$ cat src/rtl/serial_comparator.sv
// -----------------------------------------------------------------------------
// serial_comparator
//
// Multi-cycle magnitude comparator for WIDTH-bit operands. The operands are
// walked MSB-first, SLICE bits per clock, and the walk stops at the first
// slice that differs. Unsigned or two's-complement order is chosen per
// operation. The registered one-hot less/equal/greater result holds until the
// next decision.
//
// Parameters
//   WIDTH     : operand width in bits (>= 2)
//   SLICE     : bits compared per clock (1..WIDTH, WIDTH % SLICE == 0)
//   SIGNED_EN : 1 = signed_mode honoured, 0 = always unsigned
//
// Ports
//   sys_clk     in   system clock, rising edge
//   sys_rst_n   in   asynchronous active-low reset
//   start       in   compare request, sampled only in IDLE
//   signed_mode in   1 = two's-complement compare, sampled with start
//   num1, num2  in   operands, sampled with start
//   busy        out  high while the compare is running
//   done        out  one-cycle pulse when a result is published
//   less        out  num1 <  num2 for the last completed operation
//   equal       out  num1 == num2 for the last completed operation
//   greater     out  num1 >  num2 for the last completed operation
// -----------------------------------------------------------------------------
module serial_comparator #(
  parameter int unsigned WIDTH     = 8,
  parameter int unsigned SLICE     = 2,
  parameter bit          SIGNED_EN = 1'b1
) (
  input  logic             sys_clk,
  input  logic             sys_rst_n,
  input  logic             start,
  input  logic             signed_mode,
  input  logic [WIDTH-1:0] num1,
  input  logic [WIDTH-1:0] num2,
  output logic             busy,
  output logic             done,
  output logic             less,
  output logic             equal,
  output logic             greater
);

  localparam int unsigned N  = WIDTH / SLICE;
  localparam int unsigned CW = (N > 1) ? $clog2(N) : 1;

  // Sign-bit position; flipping it maps two's-complement onto offset binary.
  localparam logic [WIDTH-1:0] MSB_MASK = {1'b1, {(WIDTH-1){1'b0}}};

  typedef enum logic [1:0] {
    IDLE = 2'd0,
    RUN  = 2'd1,
    DONE = 2'd2
  } state_t;

  state_t           state;
  logic [WIDTH-1:0] a;
  logic [WIDTH-1:0] b;
  logic [CW-1:0]    cnt;

  logic [WIDTH-1:0] flip_c;
  logic [SLICE-1:0] a_top_c;
  logic [SLICE-1:0] b_top_c;

  // MSB inversion applied at capture so the slice walk is always unsigned.
  assign flip_c  = (SIGNED_EN && signed_mode) ? MSB_MASK : '0;

  // Slice currently under comparison sits at the top of the shift registers.
  assign a_top_c = a[WIDTH-1 -: SLICE];
  assign b_top_c = b[WIDTH-1 -: SLICE];

  // Control FSM, operand shifters and registered result flags.
  always_ff @(posedge sys_clk or negedge sys_rst_n) begin
    if (!sys_rst_n) begin
      state   <= IDLE;
      a       <= '0;
      b       <= '0;
      cnt     <= '0;
      busy    <= 1'b0;
      done    <= 1'b0;
      less    <= 1'b0;
      equal   <= 1'b0;
      greater <= 1'b0;
    end else begin
      done <= 1'b0;
      case (state)
        IDLE: begin
          if (start) begin
            a     <= num1 ^ flip_c;
            b     <= num2 ^ flip_c;
            cnt   <= CW'(N - 1);
            busy  <= 1'b1;
            state <= RUN;
          end
        end

        RUN: begin
          if (a_top_c != b_top_c) begin
            // First differing slice decides the order.
            less    <= (a_top_c < b_top_c);
            greater <= (a_top_c > b_top_c);
            equal   <= 1'b0;
            busy    <= 1'b0;
            done    <= 1'b1;
            state   <= DONE;
          end else if (cnt == '0) begin
            less    <= 1'b0;
            greater <= 1'b0;
            equal   <= 1'b1;
            busy    <= 1'b0;
            done    <= 1'b1;
            state   <= DONE;
          end else begin
            a   <= a << SLICE;
            b   <= b << SLICE;
            cnt <= cnt - CW'(1);
          end
        end

        DONE: begin
          // start is deliberately not looked at here: no queuing.
          state <= IDLE;
        end

        default: begin
          busy  <= 1'b0;
          state <= IDLE;
        end
      endcase
    end
  end

endmodule

$ cat config.mk
export PLATFORM = sky130hd
export DESIGN_NAME = serial_comparator
export DESIGN_NICKNAME = d
export VERILOG_FILES = /design/src/rtl/serial_comparator.sv
export SDC_FILE = /design/constraint.sdc
export NUM_CORES = 1
export LEC_CHECK = 0
export ABC_AREA = 1
export CORE_AREA = 3 3 62 64
export CTS_CLUSTER_SIZE = 14
export DETAILED_ROUTE_END_ITERATION = 10
export DIE_AREA = 0 0 65 67
export GPL_ROUTABILITY_DRIVEN = 0
export MAX_ROUTING_LAYER = met4
export PLACE_DENSITY_LB_ADDON = 0.2
export SLEW_MARGIN = 20
export SYNTH_ARGS = -nofsm -noshare
export SYNTH_HDL_FRONTEND = slang
export SYNTH_SLANG_ARGS = --single-unit
$ cat constraint.sdc
create_clock -name sys_clk -period 2.2 [get_ports sys_clk]
set_input_delay 0.44 -clock sys_clk [delete_from_list [all_inputs] [get_ports sys_clk]]
set_output_delay 0.44 -clock sys_clk [all_outputs]
set_load 0.05 [all_outputs]
**Yosys cells after proc, flatten, opt, wreduce, memory -nomap -nowiden**

Cells that the tools add are included.

- Register bits: 25
- Bits of input ports: 20
- Output and inout port bits: 5

- $add $sub $neg: 1
- Magnitude comparators: 2
- Equality and inequality tests: 7
- Muxes and demuxes: 28
- Bitwise logic cells: 3
- Reductions and logical operators: 8

Operator list:

| kind | number |
|---|---|
| $mux W8 | 7 |
| $pmux W8 S2 | 2 |
| $xor A8 B8 Y8 | 2 |
| $mux W2 | 6 |
| $mux W1 | 10 |
| $pmux W2 S2 | 2 |
| $ne A2 B2 Y1 const B | 3 |
| $logic_not A2 Y1 | 2 |
| $reduce_and A2 Y1 | 2 |
| $reduce_and A4 Y1 | 1 |
| $reduce_bool A2 Y1 | 2 |
| $ne A3 B3 Y1 const B | 1 |
| $pmux W1 S3 | 1 |
| $reduce_and A3 Y1 | 1 |
| $eq A2 B1 Y1 const B | 1 |
| $eq A2 B2 Y1 const B | 1 |
| $gt A2 B2 Y1 | 1 |
| $lt A2 B2 Y1 | 1 |
| $ne A2 B2 Y1 | 1 |
| $sub A2 B1 Y2 const B | 1 |
| $not A1 Y1 | 1 |

**Longest topological paths before layout**

Gate-level depths: netlist (run 1).

- Depth in word-level cells: 4
- Mapped depth: 9

**Worst setup path after synthesis (run 1)**

No wires, ideal clock.

- Path kind: reg-to-reg
- From: register b[7]
- To: register b[7]
- Library setup time: 0.117 ns
- Data arrival time: 1.261 ns
- Slack: 0.822 ns
- Cell stages (with the launch flop): 10
- Cell sequence: dfrtp_1 inv_1 ha_1 nand2_1 nor2_4 nand2_4 buf_6 buf_8 nand3_2 nand2_1

- Longest elaborated chain between the ends: 3

Ends and longest elaborated chain:

| what | line | RTL |
|---|---|---|
| start: declaration | 59 | `logic [WIDTH-1:0] b;` |
| start signal: assignment | 91 | `b <= num2 ^ flip_c;` |
| start signal: assignment | 116 | `b <= b << SLICE;` |
| $ne A2 B2 Y1 | 99 | `if (a_top_c != b_top_c) begin` |
| $ne A2 B2 Y1 (no source line) | n/a |  |
| $reduce_and A4 Y1 (no source line) | n/a |  |

No other way between the ends.
A chain may end at the register's enable or synchronous reset.

**Worst setup path after layout (run 1)**

- From: register greater
- To: output port greater

RTL lines:

| what | line | RTL |
|---|---|---|
| start: declaration | 42 | `output logic greater` |
| start signal: assignment | 102 | `greater <= (a_top_c > b_top_c);` |

No word-level cell between the ends.

==> results of run 1 <==
area by class of cell:
| type | count | share of cell area [%] |
|---|---|---|
| sequential | 25 | 38.91 |
| clock buffer | 4 | 1.634 |
| multi-input combinational | 118 | 35.72 |
| tap | 46 | 3.580 |
| inverter | 15 | 3.813 |
| timing repair buffer | 27 | 16.34 |
metal layers:
layer	vias to the layer above	GRT usage, %	part of all wire (%)
li1	559	-	-
met3	2	2.024	4.1
met1	477	14.42	45
met5	-	-	0
met4	0	3.958	0.62
met2	18	21.58	50
metrics by stage:
stage | total power, mW | cells
after floorplan | 1.731 | 165
after global placement | 1.942 | 231
after detailed placement | 1.969 | 231
after CTS | 2.180 | 235
after global routing | 2.344 | 235
final | 2.137 | 235
synth_stat cells:
cell type	count	area, µm²
dfrtp_1	25	625.6
nor2_4	1	11.26
buf_6	2	22.52
o21ai_0	2	10.01
nand2_4	2	22.52
nand2_2	1	6.260
buf_4	1	7.510
ha_1	3	37.54
buf_8	1	15.01
buf_2	3	15.01
inv_1	14	52.55
a21oi_1	2	10.01
nand3_2	10	100.1
nand2_1	86	322.8
inv_6	1	8.760
nor2_1	1	3.750
nand3_1	10	50.05
logic make-up (layout without fill, tap and decap cells):
| group | Yosys count | after routing | synth area share (%) |
|---|---|---|---|
| flip-flops | 25 | 25 | 47.35 |
| buffers and inverters | 22 | 46 | 9.185 |
| adder cells (fa/ha/maj) | 3 | 3 | 2.841 |
| AND/OR/NAND/NOR | 111 | 111 | 39.11 |
| AO/OA/AOI/OAI | 4 | 4 | 1.515 |
state kept, by name, summed over array words and instances (netlist names):
| register | cells |
|---|---|
| equal | 1 |
| done | 1 |
| a | 8 |
| b | 8 |
| state | 2 |
| greater | 1 |
| cnt | 2 |
| busy | 1 |
| less | 1 |
cells in the final DEF (no fill, tap or decap), drive strengths merged:
cell and n:
o21ai 2, inv 15, ha 3, a21oi 2, dfrtp 25, nor2 2, nand3 20, clkbuf 4
buf 3, nand2 89, clkdlybuf4s50 24
power breakdown:
| part | leakage [nW] | internal (mW) | total, mW | switching [mW] |
|---|---|---|---|---|
| sequential | 0.310 | 0.679 | 0.808 | 0.129 |
| combinational | 0.557 | 0.407 | 1.13 | 0.720 |
| clock | 0.0150 | 0.0708 | 0.202 | 0.131 |
worst max-delay path by stage:
stage                         from          endpoint
4_1_cts           less$_DFFE_PN0P_              less
3_3_place_gp                 start  a[1]$_DFFE_PN0P_
6_report       greater$_DFFE_PN0P_           greater
2_1_floorplan     b[7]$_DFFE_PN0P_  b[7]$_DFFE_PN0P_
5_1_grt           less$_DFFE_PN0P_              less
3_5_place_dp      a[6]$_DFFE_PN0P_  a[7]$_DFFE_PN0P_
==> results.txt, run 1 <==
- Largest net degree at the start of global routing: 26
- Cells fill 48.18% of the core in the end.
- The routed layout has 1056 vias.
- First-pass iteration count of the detailed router: 4
- Antenna violations before repair: 0
* WS Path Type: register to output port
* # nets final: 213
- In this run the critical register-to-register path is captured at a[7]$_DFFE_PN0P_.
* Count of clock tree sinks: 25
* Relative slew margins: 62.60%
- Boundary Pins: 25
- In this run the number of H-tree levels came out at 1.
- When the netlist entered floorplanning its net count stood at 188.
* Placed cell area: 1582 µm²
- Post-layout minimum cycle time: 1.930 ns
- In this run the remaining antenna-violating nets after routing total 0.
* Worst Path Arrival: 1.49 ns
- Period utilisation layout: 87.71%
- Worst setup skew after layout: 0.0009604 ns
- After detailed routing, the number of vias per cell comes to 4.494.
- After the first detailed-routing iteration, the DRC count stood at 39.
- Max Cap Viol: 0
- RSZ-0062 raised after global routing: no
- Total negative setup slack: 0 ns
- Count of buffers from port buffering: 24
- After synthesis, flip-flops and latches occupy 47.35% of the total area.
- The average instance in the mapped netlist occupies 8.008 µm².
- The sequential cells in the finished layout cover a total of 625.6 µm².
- The via count of the first global-routing pass was 971.
* Layout fillers: 341
- The largest individual stage delay along the critical path comes from the cell clkdlybuf4s50_1.
* Clk slew on worst S/H paths: 0.13 ns
* Post-synthesis to final-layout area growth: 21.69%
- Final worst-path setup slack: 0.2704 ns
* DR DRC count: 0
* Post-DR wirelength/cell: 10.33 µm
- Die footprint: 4355 µm²
- Standard cell core area: 3337 µm²
- Maximum clock frequency: 0.5182 GHz
- For this run, the slowest stage of the critical path takes 0.80 ns.
- Summed over all layers, the global routing overflow is 0.
* VDD IR max: 0.0004128 V
- Final wirelength: 2.428 mm
- Total setup violations reported at the end of the flow: 0
* Hold Slack: 0.4793 ns
- Hold-fix buffers, CTS: 0
- In this run the number of cells on the critical path is 1.
- The flow ran to the end, and the final reports show no timing, DRC or antenna violations.
* Data required time at the worst endpoint: 1.76 ns
- Buffers inserted during clock tree synthesis total 3.
- In this run the static leakage power is 0.8817 nW.
- Traced cell by cell, the critical path runs through clkdlybuf4s50_1.
* Count of pins over their slew limit: 0
- Post-CTS timing repair inserted 0 buffers for setup.
* FF-to-FF Start: a[6]$_DFFE_PN0P_
- Worst reg-to-reg setup slack: 0.54 ns
- Root cell of the clock tree: clkbuf_4
- Count of antenna diodes in the layout: 0
- Cells with a size suffix above 1 make up 11.11% of the layout.
- In the final layout, the multi-input gates occupy 574.3 µm².
* Post-cts sizing count: 0
- At the pin with the least slew margin, the transition time is 0.5551 ns.
- Flops & latches, synth: 25
- Together, buffers and inverters on the worst path number 1.
- No sink is reached through more buffers than the 2 on the longest clock path.
* GRT Total Usage: 12.32%
* Hold WC Path Type: input pin to async pin
- Post-Synthesis Cell Area: 1321 µm²
* Total number of yosys warnings: 0
- Place WS: 0.5491 ns
* Type of origin of the critical path: register
- The worst register-to-register path has a depth of 8.
* Initial cell density of the core: 39.60%
- Gate family responsible for the most delay along the worst path: buffers and inverters
- Design area: 1608 µm²
- Synthesis produced a netlist whose cell count is 165.
- The worst setup path is captured at an output port.
* Die width: 65 µm
* Library cells used by synthesis: 17
- Largest fanout on the critical path: 2
- Clock tree from TritonCTS: yes
- From bottom edge to top edge, the die measures 67 µm.
- Worst-Skew Late Latency: 0.31 ns
- Number of hold-slack violations in the final timing report: 0
* Total power density per cell area: 1329 nW/µm²
* Global-route wire length before repair: 4.098 mm
- # rows: 21
* Dpl hpwl: 1.769 mm
(Power assumes the default switching activity.)
==> inputs of run 2 (changes only) <==
Settings changed: CORE_AREA 3 3 62 64 to 2 2 55 57, DIE_AREA 0 0 65 67 to 0 0 57 59, SKIP_CTS_REPAIR_TIMING set to 1.
==> run 2 against run 1 <==
Effect of this change: clock skew increased by 0.0063 ns; worst setup slack got worse by 0.0041 ns; first-iteration DRC count decreased by 44%; cell count decreased by 6.8%; clock power increased by 2%; wire length decreased by 3.2%; register-to-register slack got worse by 0.02 ns.
==> results.txt, run 2 (synthesized netlist as in run 1, its figures left out) <==
- The total CTS buffers came to 3 (unchanged).
- Buffers & Inverters on Critical Path: 1 (unchanged)
- The type of destination of the critical path is an output port (unchanged).
- Data required time at the worst endpoint: 1.76 ns (about the same)
- The total power density per cell area came to 1346 nW/µm² (was 1329 nW/µm²).
- Global routing met3 resource utilization: 2.838% (was 2.024%)
* Post-synthesis to final-layout area growth: 20.64% (was 21.69%)
- Outcome: complete, no violations (unchanged)
- The part of the cycle the worst path needs was 87.90% (was 87.71%).
- The number of design-rule violations left by the first detailed-router iteration was 22 (was 39).
* Count of pins over their slew limit: 0 (unchanged)
- Cells traversed along the worst timing path: clkdlybuf4s50_1 (unchanged).
- Standard cell with the maximum stage delay on the critical path: clkdlybuf4s50_1 (unchanged)
- The total track usage is 16.71% (was 12.32%).
- The cell at the root of the clock tree is clkbuf_4 (unchanged).
- Clk slew on worst S/H paths: 0.14 ns (was 0.13 ns)
* Routed vias: 1061 (was 1056)
- The number of cell rows was 19 (was 21).
- Gate family responsible for the most delay along the worst path: buffers and inverters (unchanged)
* Standby leakage power: 0.8827 nW (was 0.8817 nW)
- The hold violation total from the final report came to 0 (unchanged).
* Crit path largest cell delay: 0.80 ns (about the same)
- The total core area is 2710 µm² (was 3337 µm²).
- FF-to-FF Start: a[6]$_DFFE_PN0P_ (unchanged)
* Dpl hpwl: 1.633 mm (was 1.769 mm)
- The endpoint arrival time on the critical path is 1.49 ns (about the same).
* Hold Slack: 0.4701 ns (was 0.4793 ns)
* Count of clock tree sinks: 25 (unchanged)
- The met1 capacity usage during global routing came to 19.49% (was 14.42%).
* Relative slew margins: 64.37% (was 62.60%)
* Global-route wire length before repair: 4.278 mm (was 4.098 mm)
- The count of maximum capacitance violations is 0 (unchanged).
- Share of layout cells above drive strength 1: 10.64% (was 11.11%)
* Maximum clock frequency: 0.5171 GHz (was 0.5182 GHz)
- The origin of the worst setup path is less$_DFFE_PN0P_ (was greater$_DFFE_PN0P_).
- Commonest non-fill, non-tap cells in the layout: 86 x nand2_1, 25 x dfrtp_1, 24 x clkdlybuf4s50_1 (unchanged)
- Count of buffers from port buffering: 24 (unchanged)
- WS Path Type: register to output port (unchanged)
- The count of nets after finishing came to 212 (was 213).
- End of the worst register-to-register path: b[5]$_DFFE_PN0P_ (was a[7]$_DFFE_PN0P_)
* Floorplan die height: 59 µm (was 67 µm)
- Maximum root-to-sink buffer count: 2 (unchanged)
- The residual DRC count was 0 (unchanged).
- The worst min-delay path category was input pin to async pin (unchanged).
- Type of origin of the critical path: register (unchanged)
- Worst-Skew Late Latency: 0.31 ns (about the same)
- The transition at the pin with the smallest max-transition slack came to 0.5289 ns (was 0.5551 ns).
- The maximum level of the CTS H-tree is 1 (unchanged).
- Die width: 57 µm (was 65 µm)
- Post-route antenna net violation count: 0 (unchanged)
* Registers with the highest flip-flop counts: a x8, b x8 (unchanged)
* Layout fillers: 265 (was 341)
- The largest fanout on the critical path was 2 (unchanged).
- RSZ-0062 raised after global routing: no (unchanged).
- The global-route track usage on met2 was 28.24% (was 21.58%).
* Initial cell density of the core: 48.75% (was 39.60%)
* Total setup violations reported at the end of the flow: 0 (unchanged)
* Global route total overflow: 0 (unchanged)
- Total negative setup slack: 0 ns (unchanged)
- Number of cells traversed by the worst register-to-register path: 8 (unchanged)
- The via count of the first global-routing pass was 1063 (was 971).
- Post-layout minimum cycle time: 1.934 ns (was 1.930 ns)
- Top Usage Layer GRT: met2 (unchanged)
* Boundary Pins: 25 (unchanged)
- Worst reg-to-reg setup slack: 0.52 ns (was 0.54 ns)
- Antenna violations before repair: 0 (unchanged)
- Count of antenna diodes in the layout: 0 (unchanged)
- Via count normalized by instance count: 4.845 (was 4.494)
- Die footprint: 3363 µm² (was 4355 µm²)
* Commonest non-fill, non-tap cell in the layout: nand2_1 (unchanged)
- The CTS tree is yes (unchanged).
- Final wirelength: 2.350 mm (was 2.428 mm)
- Worst setup skew after layout: 0.007258 ns (was 0.0009604 ns)
- The average detailed-routed wire length per instance was 10.73 µm (was 10.33 µm).
- Largest net degree at the start of global routing: 26 (unchanged)
- First-pass iteration count of the detailed router: 4 (unchanged)
- The worst voltage drop across the vdd grid came to 0.0008918 V (was 0.0004128 V).
-- run 2: cell count changes in the layout (fill, tap and decap cells not counted) --
| cell | change |
|---|---|
| buf_4 | -2 |
| buf_12 | +1 |
-- run 2: final cells by class --
cell class | count | area, µm² | area share (%)
Clock buffer | 4 | 26.28 | 1.648
Inverter | 15 | 61.31 | 3.846
Multi-Input combinational cell | 118 | 574.3 | 36.03
Sequential cell | 25 | 625.6 | 39.25
Tap cell | 31 | 38.79 | 2.433
Timing Repair Buffer | 26 | 267.8 | 16.80
-- run 2: power breakdown --
part / total, mW / leakage, nW / internal, mW / switching (mW)
Clock: 0.207 / 0.0150 / 0.0708 / 0.136
Sequential: 0.803 / 0.310 / 0.678 / 0.125
Combinational: 1.14 / 0.558 / 0.415 / 0.722
Total: 2.15 / 0.883 / 1.16 / 0.982
-- run 2: routing by layer --
| metal | vias to the layer above | share of wire (%) |
|---|---|---|
| met3 | 6 | 4.4 |
| met2 | 22 | 48 |
| met1 | 483 | 46 |
| met4 | 0 | 1.7 |
| met5 | - | 0 |
| li1 | 550 | - |
-- run 2: how the worst max path moves through the flow --
stage | end | slack [ns] | cells after the start
after floorplan | b[7]$_DFFE_PN0P_ | 0.82 | 9
after global placement | b[3]$_DFFE_PN0P_ | 0.54 | 5
after detailed placement | b[5]$_DFFE_PN0P_ | 0.51 | 5
after CTS | less | 0.25 | 1
after global routing | less | 0.21 | 1
final | less | 0.27 | 1
-- run 2: stage by stage --
stage	instance area, µm²	util (%)	power (mW)	std cells	worst slack (ns)
floorplan	1321	-	1.731	165	0.8221
global placement	1568	57.85	1.940	215	0.5445
detailed placement	1568	57.85	1.969	215	0.5061
CTS	1594	58.82	2.178	219	0.2522
global route	1594	58.82	2.361	219	0.2113
finish	1594	58.82	2.146	219	0.2663
==> inputs of run 3 (changes only) <==
Settings changed: CORE_AREA 2 2 55 57 to 2 2 62 64, DIE_AREA 0 0 57 59 to 0 0 64 66, SLEW_MARGIN 20 to not set.
==> run 3 against run 2 <==
Effect of this change: die area up 26%; sequential share of layout area down 0.40 points; clock-buffer cell count unchanged; register-to-register slack better by 0.02 ns; critical path depth unchanged; sequential cell count unchanged; critical endpoint is now busy.
==> results.txt, run 3 (synthesized netlist as in run 1, its figures left out) <==
- The cell family with the largest share of critical-path delay is buffers and inverters (unchanged).
- Post-layout minimum cycle time: 1.929 ns (was 1.934 ns)
- The worst path buffer plus inverter count came to 1 (unchanged).
* Hold Slack: 0.4686 ns (was 0.4701 ns)
- Number of H-tree levels: 1 (unchanged)
- Floorplan die height: 66 µm (was 59 µm)
* Post-DR wirelength/cell: 10.78 µm (was 10.73 µm)
- The via count of the first global-routing pass was 1023 (was 1063).
- The total grt overflow was 0 (unchanged).
- The minimum setup slack in the final design is 0.2709 ns (was 0.2663 ns).
- Period utilisation layout: 87.69% (was 87.90%)
- The total negative slack came to 0 ns (unchanged).
* Total power density per cell area: 1337 nW/µm² (was 1346 nW/µm²)
- Boundary Pins: 25 (unchanged)
- Worst-Skew Late Latency: 0.31 ns (about the same)
- Cells traversed along the worst timing path: clkdlybuf4s50_1 (unchanged).
* Actual slew at the worst max-slew pin: 0.5947 ns (was 0.5289 ns)
- # nets final: 213 (was 212)
- The quantity of I/O buffers inserted on ports came to 24 (unchanged).
- First-pass iteration count of the detailed router: 4 (unchanged)
- Share of layout cells above drive strength 1: 11.11% (was 10.64%)
* Antenna violations before repair: 0 (unchanged)
- The number of cell rows came to 22 (was 19).
- End of the worst register-to-register path: b[5]$_DFFE_PN0P_ (unchanged)
* Maximum clock frequency: 0.5184 GHz (was 0.5171 GHz)
* Worst reg-to-reg setup slack: 0.54 ns (was 0.52 ns)
- The minimum setup slack after placement came to 0.5324 ns (was 0.5061 ns).
- Worst Path Arrival: 1.49 ns (about the same)
- The total CTS buffers is 3 (unchanged).
* Global-route wire length before repair: 4.526 mm (was 4.278 mm)
- Outcome: complete, no violations (unchanged).
* Commonest non-fill, non-tap cell in the layout: nand2_1 (unchanged)
* Element type at the critical path end: output port (unchanged)
* Count of pins over their slew limit: 0 (unchanged)
- Post-route antenna net violation count: 0 (unchanged)
* Largest fanout on the critical path: 2 (unchanged)
- Clk slew on worst S/H paths: 0.14 ns (about the same)
- Clock tree from TritonCTS: yes (unchanged)
- The residual DRC count came to 0 (unchanged).
- Max Cap Viol: 0 (unchanged)
- Commonest non-fill, non-tap cells in the layout: 86 x nand2_1, 25 x dfrtp_1, 24 x clkdlybuf4s50_1 (unchanged)
- The cell at the root of the clock tree is clkbuf_4 (unchanged).
* Relative slew margins: 59.93% (was 64.37%)
- The total core area came to 3551 µm² (was 2710 µm²).
* Via count normalized by instance count: 4.439 (was 4.845)
* Total setup violations reported at the end of the flow: 0 (unchanged)
* Type of origin of the critical path: register (unchanged)
* FF-to-FF Start: b[7]$_DFFE_PN0P_ (was a[6]$_DFFE_PN0P_)
- The cell with the largest stage delay on the worst path is clkdlybuf4s50_1 (unchanged).
- Count of clock tree sinks: 25 (unchanged)
- Hold WC Path Type: input pin to async pin (unchanged)
- VDD IR max: 0.0005153 V (was 0.0008918 V)
- The starting density of the core was 37.21% (was 48.75%).
* Initial DRC Count: 35 (was 22)
- The detailed-placement wirelength estimate is 1.855 mm (was 1.633 mm).
- Die width: 64 µm (was 57 µm)
- Post-synthesis to final-layout area growth: 21.87% (was 20.64%)
* WS Path Type: register to output port (unchanged)
* Routed vias: 1052 (was 1061)
- RSZ-0062 raised after global routing: no (unchanged).
* Number of hold-slack violations in the final timing report: 0 (unchanged)
* GRT Total Usage: 14.32% (was 16.71%)
- Registers with the highest flip-flop counts: a x8, b x8 (unchanged).
* Maximum root-to-sink buffer count: 2 (unchanged)
- The end-of-flow core utilization was 45.35% (was 58.82%).
- The clock skew after layout came to 0.005816 ns (was 0.007258 ns).
- Largest net degree at the start of global routing: 26 (unchanged)
* Count of antenna diodes in the layout: 0 (unchanged)
- The static leakage came to 0.8817 nW (was 0.8827 nW).
* Crit path largest cell delay: 0.80 ns (about the same)
* Layout fillers: 374 (was 265)
- The number of cells on the worst reg-to-reg path is 8 (unchanged).
- Die footprint: 4224 µm² (was 3363 µm²)
- The required time reported for the critical path endpoint was 1.76 ns (about the same).
- Final wirelength: 2.556 mm (was 2.350 mm)
-- run 3: where the power goes --
part / leakage [nW] / internal [mW] / switching (mW)
clock: 0.0150 / 0.0708 / 0.135
combinational: 0.557 / 0.408 / 0.731
sequential: 0.310 / 0.679 / 0.130
total: 0.882 / 1.16 / 0.996
-- run 3: per-stage QoR --
step | cells | area, µm² | power (mW)
2_1_floorplan | 165 | 1321 | 1.731
3_3_place_gp | 233 | 1584 | 1.949
3_5_place_dp | 233 | 1584 | 1.985
4_1_cts | 237 | 1610 | 2.191
5_1_grt | 237 | 1610 | 2.387
6_report | 237 | 1610 | 2.154
-- run 3: area by class of cell --
| type | instances | area [µm²] | share of cell area (%) |
|---|---|---|---|
| clock buffers | 4 | 26.28 | 1.632 |
| inverters | 15 | 61.31 | 3.807 |
| multi-input cells | 118 | 574.3 | 35.66 |
| flip-flops and latches | 25 | 625.6 | 38.85 |
| well taps | 48 | 60.06 | 3.730 |
| repair buffers | 27 | 262.8 | 16.32 |
-- run 3: worst max path at each step --
stage | startpoint | to | slack [ns] | cells past startpoint
after floorplan | b[7]$_DFFE_PN0P_ | b[7]$_DFFE_PN0P_ | 0.82 | 9
after global placement | a[7]$_DFFE_PN0P_ | b[2]$_DFFE_PN0P_ | 0.60 | 7
after detailed placement | b[7]$_DFFE_PN0P_ | a[7]$_DFFE_PN0P_ | 0.53 | 8
after CTS | greater$_DFFE_PN0P_ | greater | 0.26 | 1
after global routing | less$_DFFE_PN0P_ | less | 0.21 | 1
final | busy$_DFFE_PN0P_ | busy | 0.27 | 1
-- run 3: layer usage --
| metal | wire [µm] | global-route usage, % |
|---|---|---|
| met5 | 0 | - |
| met4 | 22 | 5.707 |
| met3 | 116 | 1.874 |
| met2 | 1264 | 24.74 |
| met1 | 1152 | 16.99 |
